==> config.mk <==
export PLATFORM = sky130hd
export DESIGN_NAME = wb_interconnect
export DESIGN_NICKNAME = d
export VERILOG_FILES = /design/src/rtl/wb_interconnect.sv
export SDC_FILE = /design/constraint.sdc
export NUM_CORES = 1
export LEC_CHECK = 0
export ABC_AREA = 1
export CAP_MARGIN = 20
export CORE_AREA = 10 10 117 119
export CTS_CLUSTER_SIZE = 30
export DETAILED_ROUTE_END_ITERATION = 8
export DIE_AREA = 0 0 127 129
export MAX_ROUTING_LAYER = met4
export PLACE_DENSITY = 0.75
export SETUP_SLACK_MARGIN = 0.4
export SLEW_MARGIN = 20
export SYNTH_ARGS = -nofsm -noshare
export SYNTH_HDL_FRONTEND = slang
export SYNTH_SLANG_ARGS = --single-unit
==> constraint.sdc <==
create_clock -name i_clk -period 2.05 [get_ports i_clk]
set_input_delay 0.41 -clock i_clk [delete_from_list [all_inputs] [get_ports i_clk]]
set_output_delay 0.41 -clock i_clk [all_outputs]
set_load 0.1 [all_outputs]
==> src/rtl/wb_interconnect.sv <==
// Single-master, NS-slave pipelined Wishbone interconnect with address decode and in-order response tracking.
// Define WB_IC_TIMEOUT_EN to add a watchdog that returns wb_err when the active slave never answers.
module wb_interconnect #(
    parameter int               NS         = 4,
    parameter int               AW         = 30,
    parameter int               DW         = 32,
    parameter int               DEPTH      = 4,
    parameter logic [NS*AW-1:0] SLAVE_BASE = '0,
    parameter logic [NS*AW-1:0] SLAVE_MASK = '0,
    parameter int               TIMEOUT    = 255
) (
    input  logic              i_clk,
    input  logic              i_reset,
    input  logic              wb_cyc,
    input  logic              wb_stb,
    input  logic              wb_we,
    input  logic [AW-1:0]     wb_addr,
    input  logic [DW-1:0]     wb_mosi,
    input  logic [DW/8-1:0]   wb_sel,
    output logic              wb_ack,
    output logic              wb_err,
    output logic              wb_stall,
    output logic [DW-1:0]     wb_miso,
    output logic [NS-1:0]     s_cyc,
    output logic [NS-1:0]     s_stb,
    output logic              s_we,
    output logic [AW-1:0]     s_addr,
    output logic [DW-1:0]     s_mosi,
    output logic [DW/8-1:0]   s_sel,
    input  logic [NS-1:0]     s_ack,
    input  logic [NS-1:0]     s_stall,
    input  logic [NS-1:0]     s_err,
    input  logic [NS*DW-1:0]  s_data
);
    localparam int            OW      = $clog2(DEPTH + 1);
    localparam int            IW      = (NS > 1) ? $clog2(NS) : 1;
    localparam logic [OW-1:0] DEPTH_C = OW'(DEPTH);

    logic [OW-1:0] outstanding;
    logic [IW-1:0] active;
    logic [IW-1:0] target;
    logic          mapped;
    logic          busy;
    logic          blocked;
    logic          accept;
    logic          resp_ack;
    logic          resp_err;
    logic          resp;
    logic          wd_fire;
    logic [DW-1:0] active_data;

    // Descending scan so the lowest-index hit is the one left standing.
    always_comb begin
        target = '0;
        mapped = 1'b0;
        for (int k = NS - 1; k >= 0; k--) begin
            if ((wb_addr & SLAVE_MASK[k*AW +: AW]) == (SLAVE_BASE[k*AW +: AW] & SLAVE_MASK[k*AW +: AW])) begin
                target = IW'(k);
                mapped = 1'b1;
            end
        end
    end

    always_comb begin
        active_data = '0;
        for (int k = 0; k < NS; k++) begin
            if (active == IW'(k))
                active_data = s_data[k*DW +: DW];
        end
    end

    assign busy     = (outstanding != '0);
    assign blocked  = (outstanding == DEPTH_C) || (busy && (!mapped || target != active));
    assign wb_stall = wb_stb && (blocked || (mapped && s_stall[target]));
    assign accept   = wb_stb && !wb_stall;
    assign resp_ack = busy && s_ack[active];
    assign resp_err = busy && s_err[active];
    assign resp     = resp_ack || resp_err;

    assign s_cyc  = {NS{wb_cyc}};
    assign s_we   = wb_we;
    assign s_addr = wb_addr;
    assign s_mosi = wb_mosi;
    assign s_sel  = wb_sel;

    always_comb begin
        s_stb = '0;
        if (wb_stb && mapped && !blocked)
            s_stb[target] = 1'b1;
    end

`ifdef WB_IC_TIMEOUT_EN
    localparam int            TW      = $clog2(TIMEOUT + 1);
    localparam logic [TW-1:0] WD_LAST = TW'(TIMEOUT - 1);

    logic [TW-1:0] wd_cnt;

    // Fires on the edge where the idle count would reach TIMEOUT.
    assign wd_fire = busy && !accept && !resp && (wd_cnt == WD_LAST);

    always_ff @(posedge i_clk) begin
        if (i_reset || !wb_cyc || !busy || accept || resp || wd_fire)
            wd_cnt <= '0;
        else if (wd_cnt != '1)
            wd_cnt <= wd_cnt + TW'(1);
    end
`else
    assign wd_fire = 1'b0;
`endif

    always_ff @(posedge i_clk) begin
        if (i_reset) begin
            outstanding <= '0;
            active      <= '0;
            wb_ack      <= 1'b0;
            wb_err      <= 1'b0;
            wb_miso     <= '0;
        end else begin
            wb_ack  <= wb_cyc && resp_ack;
            wb_err  <= wb_cyc && (resp_err || (accept && !mapped) || wd_fire);
            wb_miso <= (wb_cyc && resp_ack) ? active_data : '0;
            if (accept && mapped)
                active <= target;
            if (!wb_cyc || wd_fire)
                outstanding <= '0;
            else if (accept && mapped && !resp && outstanding != DEPTH_C)
                outstanding <= outstanding + OW'(1);
            else if (resp && !(accept && mapped))
                outstanding <= outstanding - OW'(1);
        end
    end
endmodule

==> results of run 1 <==
worst paths after layout:
kind / end / slack, ns / cells past startpoint
max: wb_stall / 0.38 / 4
min: wb_ack$_SDFF_PP0_ / 0.50 / 3
max reg2reg: outstanding[2]$_SDFFE_PP0P_ / 0.47 / 10
min reg2reg: outstanding[0]$_SDFFE_PP0P_ / 0.54 / 2
cell usage in the layout (no fill, tap or decap):
| cell | synthesis | routed |
|---|---|---|
| a21oi_4 | 0 | 2 |
| dfxtp_1 | 37 | 35 |
| nand2_2 | 5 | 6 |
| nor2_1 | 5 | 5 |
| dfxtp_2 | 0 | 1 |
| clkinv_2 | 0 | 1 |
| o21ai_2 | 1 | 1 |
| fa_2 | 0 | 1 |
| dlymetal6s2s_1 | 0 | 1 |
| a21oi_1 | 5 | 3 |
| buf_4 | 74 | 39 |
| inv_2 | 1 | 4 |
| nor2_4 | 31 | 32 |
| inv_1 | 39 | 36 |
| clkdlybuf4s50_1 | 0 | 34 |
| clkbuf_16 | 0 | 5 |
| nand3_1 | 5 | 5 |
| dlygate4sd2_1 | 0 | 3 |
| nand2_1 | 6 | 5 |
| conb_1 | 1 | 3 |
| dfxtp_4 | 0 | 1 |
| inv_6 | 1 | 1 |
| nand3_2 | 1 | 1 |
| buf_6 | 0 | 1 |
| buf_12 | 3 | 6 |
timing repair:
| item | CTS | global route |
|---|---|---|
| resized for setup | 13 | 1 |
| setup endpoints to repair | 8 | 2 |
| pin swaps | 4 | 4 |
| setup buffers | 2 | 0 |
| cloned | 0 | 0 |
| endpoints found under the hold margin | 0 | 0 |
per-layer routing:
layer / vias up / global-route usage, % / wire length, um
li1: 571 / - / -
met1: 496 / 5.13 / 1570
met2: 101 / 11.1 / 2880
met3: 47 / 8.21 / 1600
met4: 0 / 5.56 / 362
met5: - / - / 0
state kept, by name, indices dropped and copies added (netlist names):
name,flops
outstanding,3
wb_miso,32
wb_ack,1
wb_err,1
report_power, final:
part           total (mW)  internal (mW)  switching (mW)
clock network       0.687          0.433           0.254
logic               0.445          0.155           0.291
registers           0.749          0.738          0.0106
worst min-delay path: stages:
cell	delay (ns)
dlymetal6s2s_1	0.15
nand2_2	0.11
nor2_4	0.05
logic make-up (layout without fill, tap and decap cells):
kind of cell / count (synthesis) / in the layout
buffers and inverters: 118 / 131
AND/OR/NAND/NOR: 54 / 54
flip-flops: 37 / 37
AO/OA/AOI/OAI: 6 / 6
adder cells (fa/ha/maj): 1 / 1
other: 1 / 3
cell type report:
class,count,share of cell area [%]
Timing Repair Buffer,84,31.2
Sequential cell,37,28.9
Multi-Input combinational cell,64,21.7
Tap cell,143,6.94
Inverter,41,6.17
Clock buffer,5,4.85
Clock inverter,1,0.194
==> run metrics, run 1 <==
worst min path class in -> reg; CP max FO 4; vias in the first global route 1324; Antenna Cells 0; Period minus WS final 1.67 ns; drt wl/cell 17.1 um; Synth Area in Compound Gates 1.66%; EDFF count, synth 0; CP top delay family flip-flops; total CTS buffers 5; FMAX 601 MHz; worst-path cell chain nor2_4 -> nand2_2 -> a21oi_4 -> buf_12; DIE HEIGHT 129 um; first-pass GRT wire length 8.96 mm; main combinational cell family by area after synthesis buffers and inverters; Final Cycle Share 81.2%; Critical Path Source outstanding[0]$_SDFFE_PP0P_; Clk Latency, worst-skew pair 0.27 ns; clk buf depth 2; first-pass detailed-route iteration total 2; total power 1.88 mW; xor/xnor share of the synthesized area 0%; largest net degree at the start of global routing 33; clock skew 0.00694 ns; CTS tree yes; layout cells sized above 1 44.0%; non-filler cells in the finished layout 375; top post-synthesis cells by area dfxtp_1, buf_4, nor2_4, inv_1, buf_12; power density cells 730 nW/um^2; CTS H-Tree Depth 2; RR Startpoint outstanding[0]$_SDFFE_PP0P_; clk sink count 37; DRC viols 0; worst setup margin 0.385 ns; Row Count 39; initial cell density of the core 18.0%; 1st-iter DRT viols 19; Final Net Count 445; average cell area after synthesis 9.38 um^2; initial antenna violation count 0; final hold violations 0; multi-input logic area 561 um^2; mux share of post-synthesis cell area 0%; Hold WS 0.498 ns; number of buffer cells added on primary ports 78; Final ANT Viol Nets 0; post-synthesis simple-gate area fraction 22.7%; synth cell count leaders buf_4, inv_1, dfxtp_1, nor2_4, nand2_1; IO Pins 321; via density per instance 3.24; Netlist Area Pre-Place 2040 um^2; RSZ-0062 raised after global routing yes; routability cong. 0.793; status completed; Post-synth ARST share 0%; most frequent cell after synthesis buf_4; Post-Route WL 6.41 mm; sequential cell area fraction in the yosys report 36.4%; Adder-Cell Fraction of Synth Area 0.983%; Worst Setup End Kind output port; worst slack, placed -0.0374 ns; cell count after placement 367; core area 11300 um^2; Die ar. 16400 um^2; finished layout cell area 2580 um^2; top-area cell type share of the netlist area 36.4%; Root Buffer clkbuf_16; leak pwr 1.15 nW; CTS clk-pin slew, worst paths 0.05 ns; critical path startpoint category flop; Worst EP required 1.64 ns; Post-Route Setup TNS 0 ns; critical setup path kind reg -> out; Synth Register Bits 37; dominant synthesized flop cell dfxtp_1; GRT Resource Usage Total 7.57%; fin. max-slew vios 0; Peak VDD IR 344 uV; HP Start s_ack[0]; slew at the pin with the worst max-slew slack 0.629 ns; placed inst area 2410 um^2; via count 1215; most area-hungry cell type in the Yosys netlist dfxtp_1; relative slew slack 58.1%; CP Data Arrival Time 1.26 ns; Fillers 1214; Hold Buf Count CTS 0; number of synthesis warnings 0; chip width 127 um; post-detail-place hpwl 5.70 mm; final core utilization 22.8%; Area growth, synth to finish 26.6%; Buf/Inv on CP 1; grt total ovfl 0; crit-path max cell delay 0.35 ns; Max stage delay cell, worst path dfxtp_2; Synth cell types 17; cells after synthesis 217; Finish-stage setup viols 0; maxcap violations 0; Reg area 746 um^2
No activity file was read; power rests on OpenSTA's default activity.
==> run 2: changes to the inputs <==
==> constraint.sdc (replaced) <==
create_clock -name i_clk -period 1.6 [get_ports i_clk]
set_input_delay 0.32 -clock i_clk [delete_from_list [all_inputs] [get_ports i_clk]]
set_output_delay 0.32 -clock i_clk [all_outputs]
set_load 0.1 [all_outputs]
==> run 2 against run 1 <==
Against the previous run: final cell count is 3.5% higher; global-route usage is 1.6 points higher; combinational power is 57% higher; critical endpoint is now s_stb[0]; total power is 41% higher; sequential cell count stayed put; wire length is 22% higher; worst setup slack worse by 0.34 ns; largest cell class unchanged; sequential power is 29% higher; first-iteration DRC count is 150% higher.
==> run metrics, run 2 (synthesis results as in run 1) <==
worst-path cell chain nor2_4 -> buf_4 -> buf_6 -> a21oi_4 -> buf_12; clock skew 0.00403 ns (-0.00291 ns); Worst Setup End Kind output port; max reg flops 32 (unchanged); Biggest register wb_miso; Row Count 39 (unchanged); most frequent cells in the layout buf_12, inv_1, clkdlybuf4s50_1, dfxtp_2, nor2_4; maxcap violations 0 (unchanged); core area 11300 um^2 (unchanged); critical path startpoint category flop; Hold WS 0.473 ns (-0.0254 ns); R2R depth 9 (-1); clk buf depth 2 (unchanged); Fillers 1159 (-4.5%); post-detail-place hpwl 6.53 mm (+15%); initial cell density of the core 18.0% (unchanged); Final ANT Viol Nets 0 (unchanged); first-pass GRT wire length 10.6 mm (+18%); leak pwr 1.36 nW (+18%); CTS tree yes; setup slack, reg-to-reg 0.07 ns (-0.40 ns); via count 1305 (+7.4%); GRT Resource Usage Total 9.22% (+1.6 points); fin. max-slew vios 0 (unchanged); CTS clk-pin slew, worst paths 0.06 ns (about the same); IO Pins 321 (unchanged); Clk Latency, worst-skew pair 0.27 ns (about the same); drt wl/cell 20.1 um (+18%); CP max FO 3 (-1); RR Startpoint outstanding[1]$_SDFFE_PP0P_; most common cell after layout, fill and taps aside buf_12; HP Start wb_cyc; Post-Route WL 7.82 mm (+22%); CP Data Arrival Time 1.24 ns (-0.02 ns); Finish-stage setup viols 0 (unchanged); crit-path max cell delay 0.36 ns (about the same); chip width 127 um (unchanged); power density cells 803 nW/um^2 (+10%); Final Cycle Share 97.4%; reg2reg end outstanding[2]$_SDFFE_PP0P_; total CTS buffers 5 (unchanged); Area growth, synth to finish 62.4%; Worst Hold End outstanding[2]$_SDFFE_PP0P_; finished layout cell area 3310 um^2 (+28%); worst min path class in -> reg; non-filler cells in the finished layout 388 (+3.5%); initial antenna violation count 0 (unchanged); CTS H-Tree Depth 2 (unchanged); via density per instance 3.36 (+3.8%); Buf/Inv on CP 3 (+2); Peak VDD IR 356 uV (+3.2%); final hold violations 0 (unchanged); routability cong. 0.821 (+3.6%); cell count after placement 369 (+0.54%); CP top delay family buffers and inverters; clk sink count 37 (unchanged); vias in the first global route 1443 (+9.0%); Die ar. 16400 um^2 (unchanged); DRC viols 0 (unchanged); FMAX 641 MHz; 1st-iter DRT viols 47 (+28); RSZ-0062 raised after global routing yes; largest net degree at the start of global routing 13 (-61%); hold depth 5 (+2); Antenna Cells 0 (unchanged); Critical Path Source outstanding[0]$_SDFFE_PP0P_; status completed; layout cells sized above 1 65.7% (+22 points); critical setup path kind reg -> out; biggest regs wb_miso: 32 flops, outstanding: 3 flops; grt total ovfl 0 (unchanged); Final Net Count 456 (+2.5%); Max stage delay cell, worst path dfxtp_4; Worst EP required 1.28 ns (-0.36 ns); number of buffer cells added on primary ports 78 (unchanged); placed inst area 2920 um^2 (+21%); Root Buffer clkbuf_16; first-pass detailed-route iteration total 2 (unchanged); Period minus WS final 1.56 ns; DIE HEIGHT 129 um (unchanged)
==> run 2: cell count changes in the layout (fill, tap and decap cells not counted), sizes merged <==
| cell | change |
|---|---|
| inv | -1 |
| dlymetal6s2s | -1 |
| clkdlybuf4s15 | +1 |
| clkinv | +5 |
| clkbuf | +1 |
| buf | +8 |
==> run 2: worst max path at each step <==
stage          slack, ns                           to  depth (start not counted)
2_1_floorplan       0.10  outstanding[2]$_SDFFE_PP0P_                          9
3_3_place_gp       -0.25  outstanding[2]$_SDFFE_PP0P_                          9
3_5_place_dp       -0.28  outstanding[2]$_SDFFE_PP0P_                          9
4_1_cts             0.01                     wb_stall                          4
5_1_grt            -0.01  outstanding[2]$_SDFFE_PP0P_                          9
6_report            0.04                     s_stb[0]                          5
==> run 2: final cells by class <==
cell class              count  area, um^2  area share (%)
repair inverters            3        90.1            2.73
inverters                  41         180            5.45
clock buffers               6         139            4.20
multi-input cells          64         594            18.0
well taps                 143         179            5.41
clock inverters             2        13.8           0.416
repair buffers             92        1320            39.8
flip-flops and latches     37         795            24.0
==> run 2: power by group <==
group / internal (mW) / total [mW] / switching, mW / leakage, nW
clock: 0.619 / 0.986 / 0.368 / 0.0768
combinational: 0.285 / 0.699 / 0.414 / 0.967
sequential: 0.947 / 0.968 / 0.0209 / 0.318
==> run 2: timing repair <==
item / CTS / global route
cloned: 3 / 0
setup buffers: 7 / 1
hold buffers: 0 / 0
setup endpoints to repair: 41 / 37
pin swaps: 5 / 5
gates resized for setup: 27 / 17
==> run 2: layer usage <==
metal / vias up / track usage (%) / part of all wire [%] / wire length [um]
met1: 555 / 6.14 / 24 / 1850
met3: 44 / 10.6 / 26 / 2050
met4: 0 / 5.83 / 5.2 / 409
met5: - / - / 0 / 0
met2: 111 / 13.7 / 45 / 3510
li1: 595 / - / - / -
==> run 2: metrics by stage <==
step	TNS, ns	utilization (%)	worst slack (ns)	total power, mW
floorplan	0	-	0.102	2.16
global placement	-3.30	25.8	-0.253	1.60
detailed placement	-3.94	25.8	-0.276	1.61
CTS	0	28.4	0.0127	2.68
global route	-0.0139	29.2	-0.0130	2.78
finish	0	29.2	0.0410	2.65
==> run 2: worst register-to-register path, cell delays in order (launching register included) <==
cell and delay (ns):
dfxtp_4 0.35, nor2_4 0.15, nand2_2 0.08, o21ai_2 0.08
nand2_2 0.09, fa_2 0.36, inv_2 0.06, nand3_2 0.08
a21oi_1 0.13, nor2_1 0.06
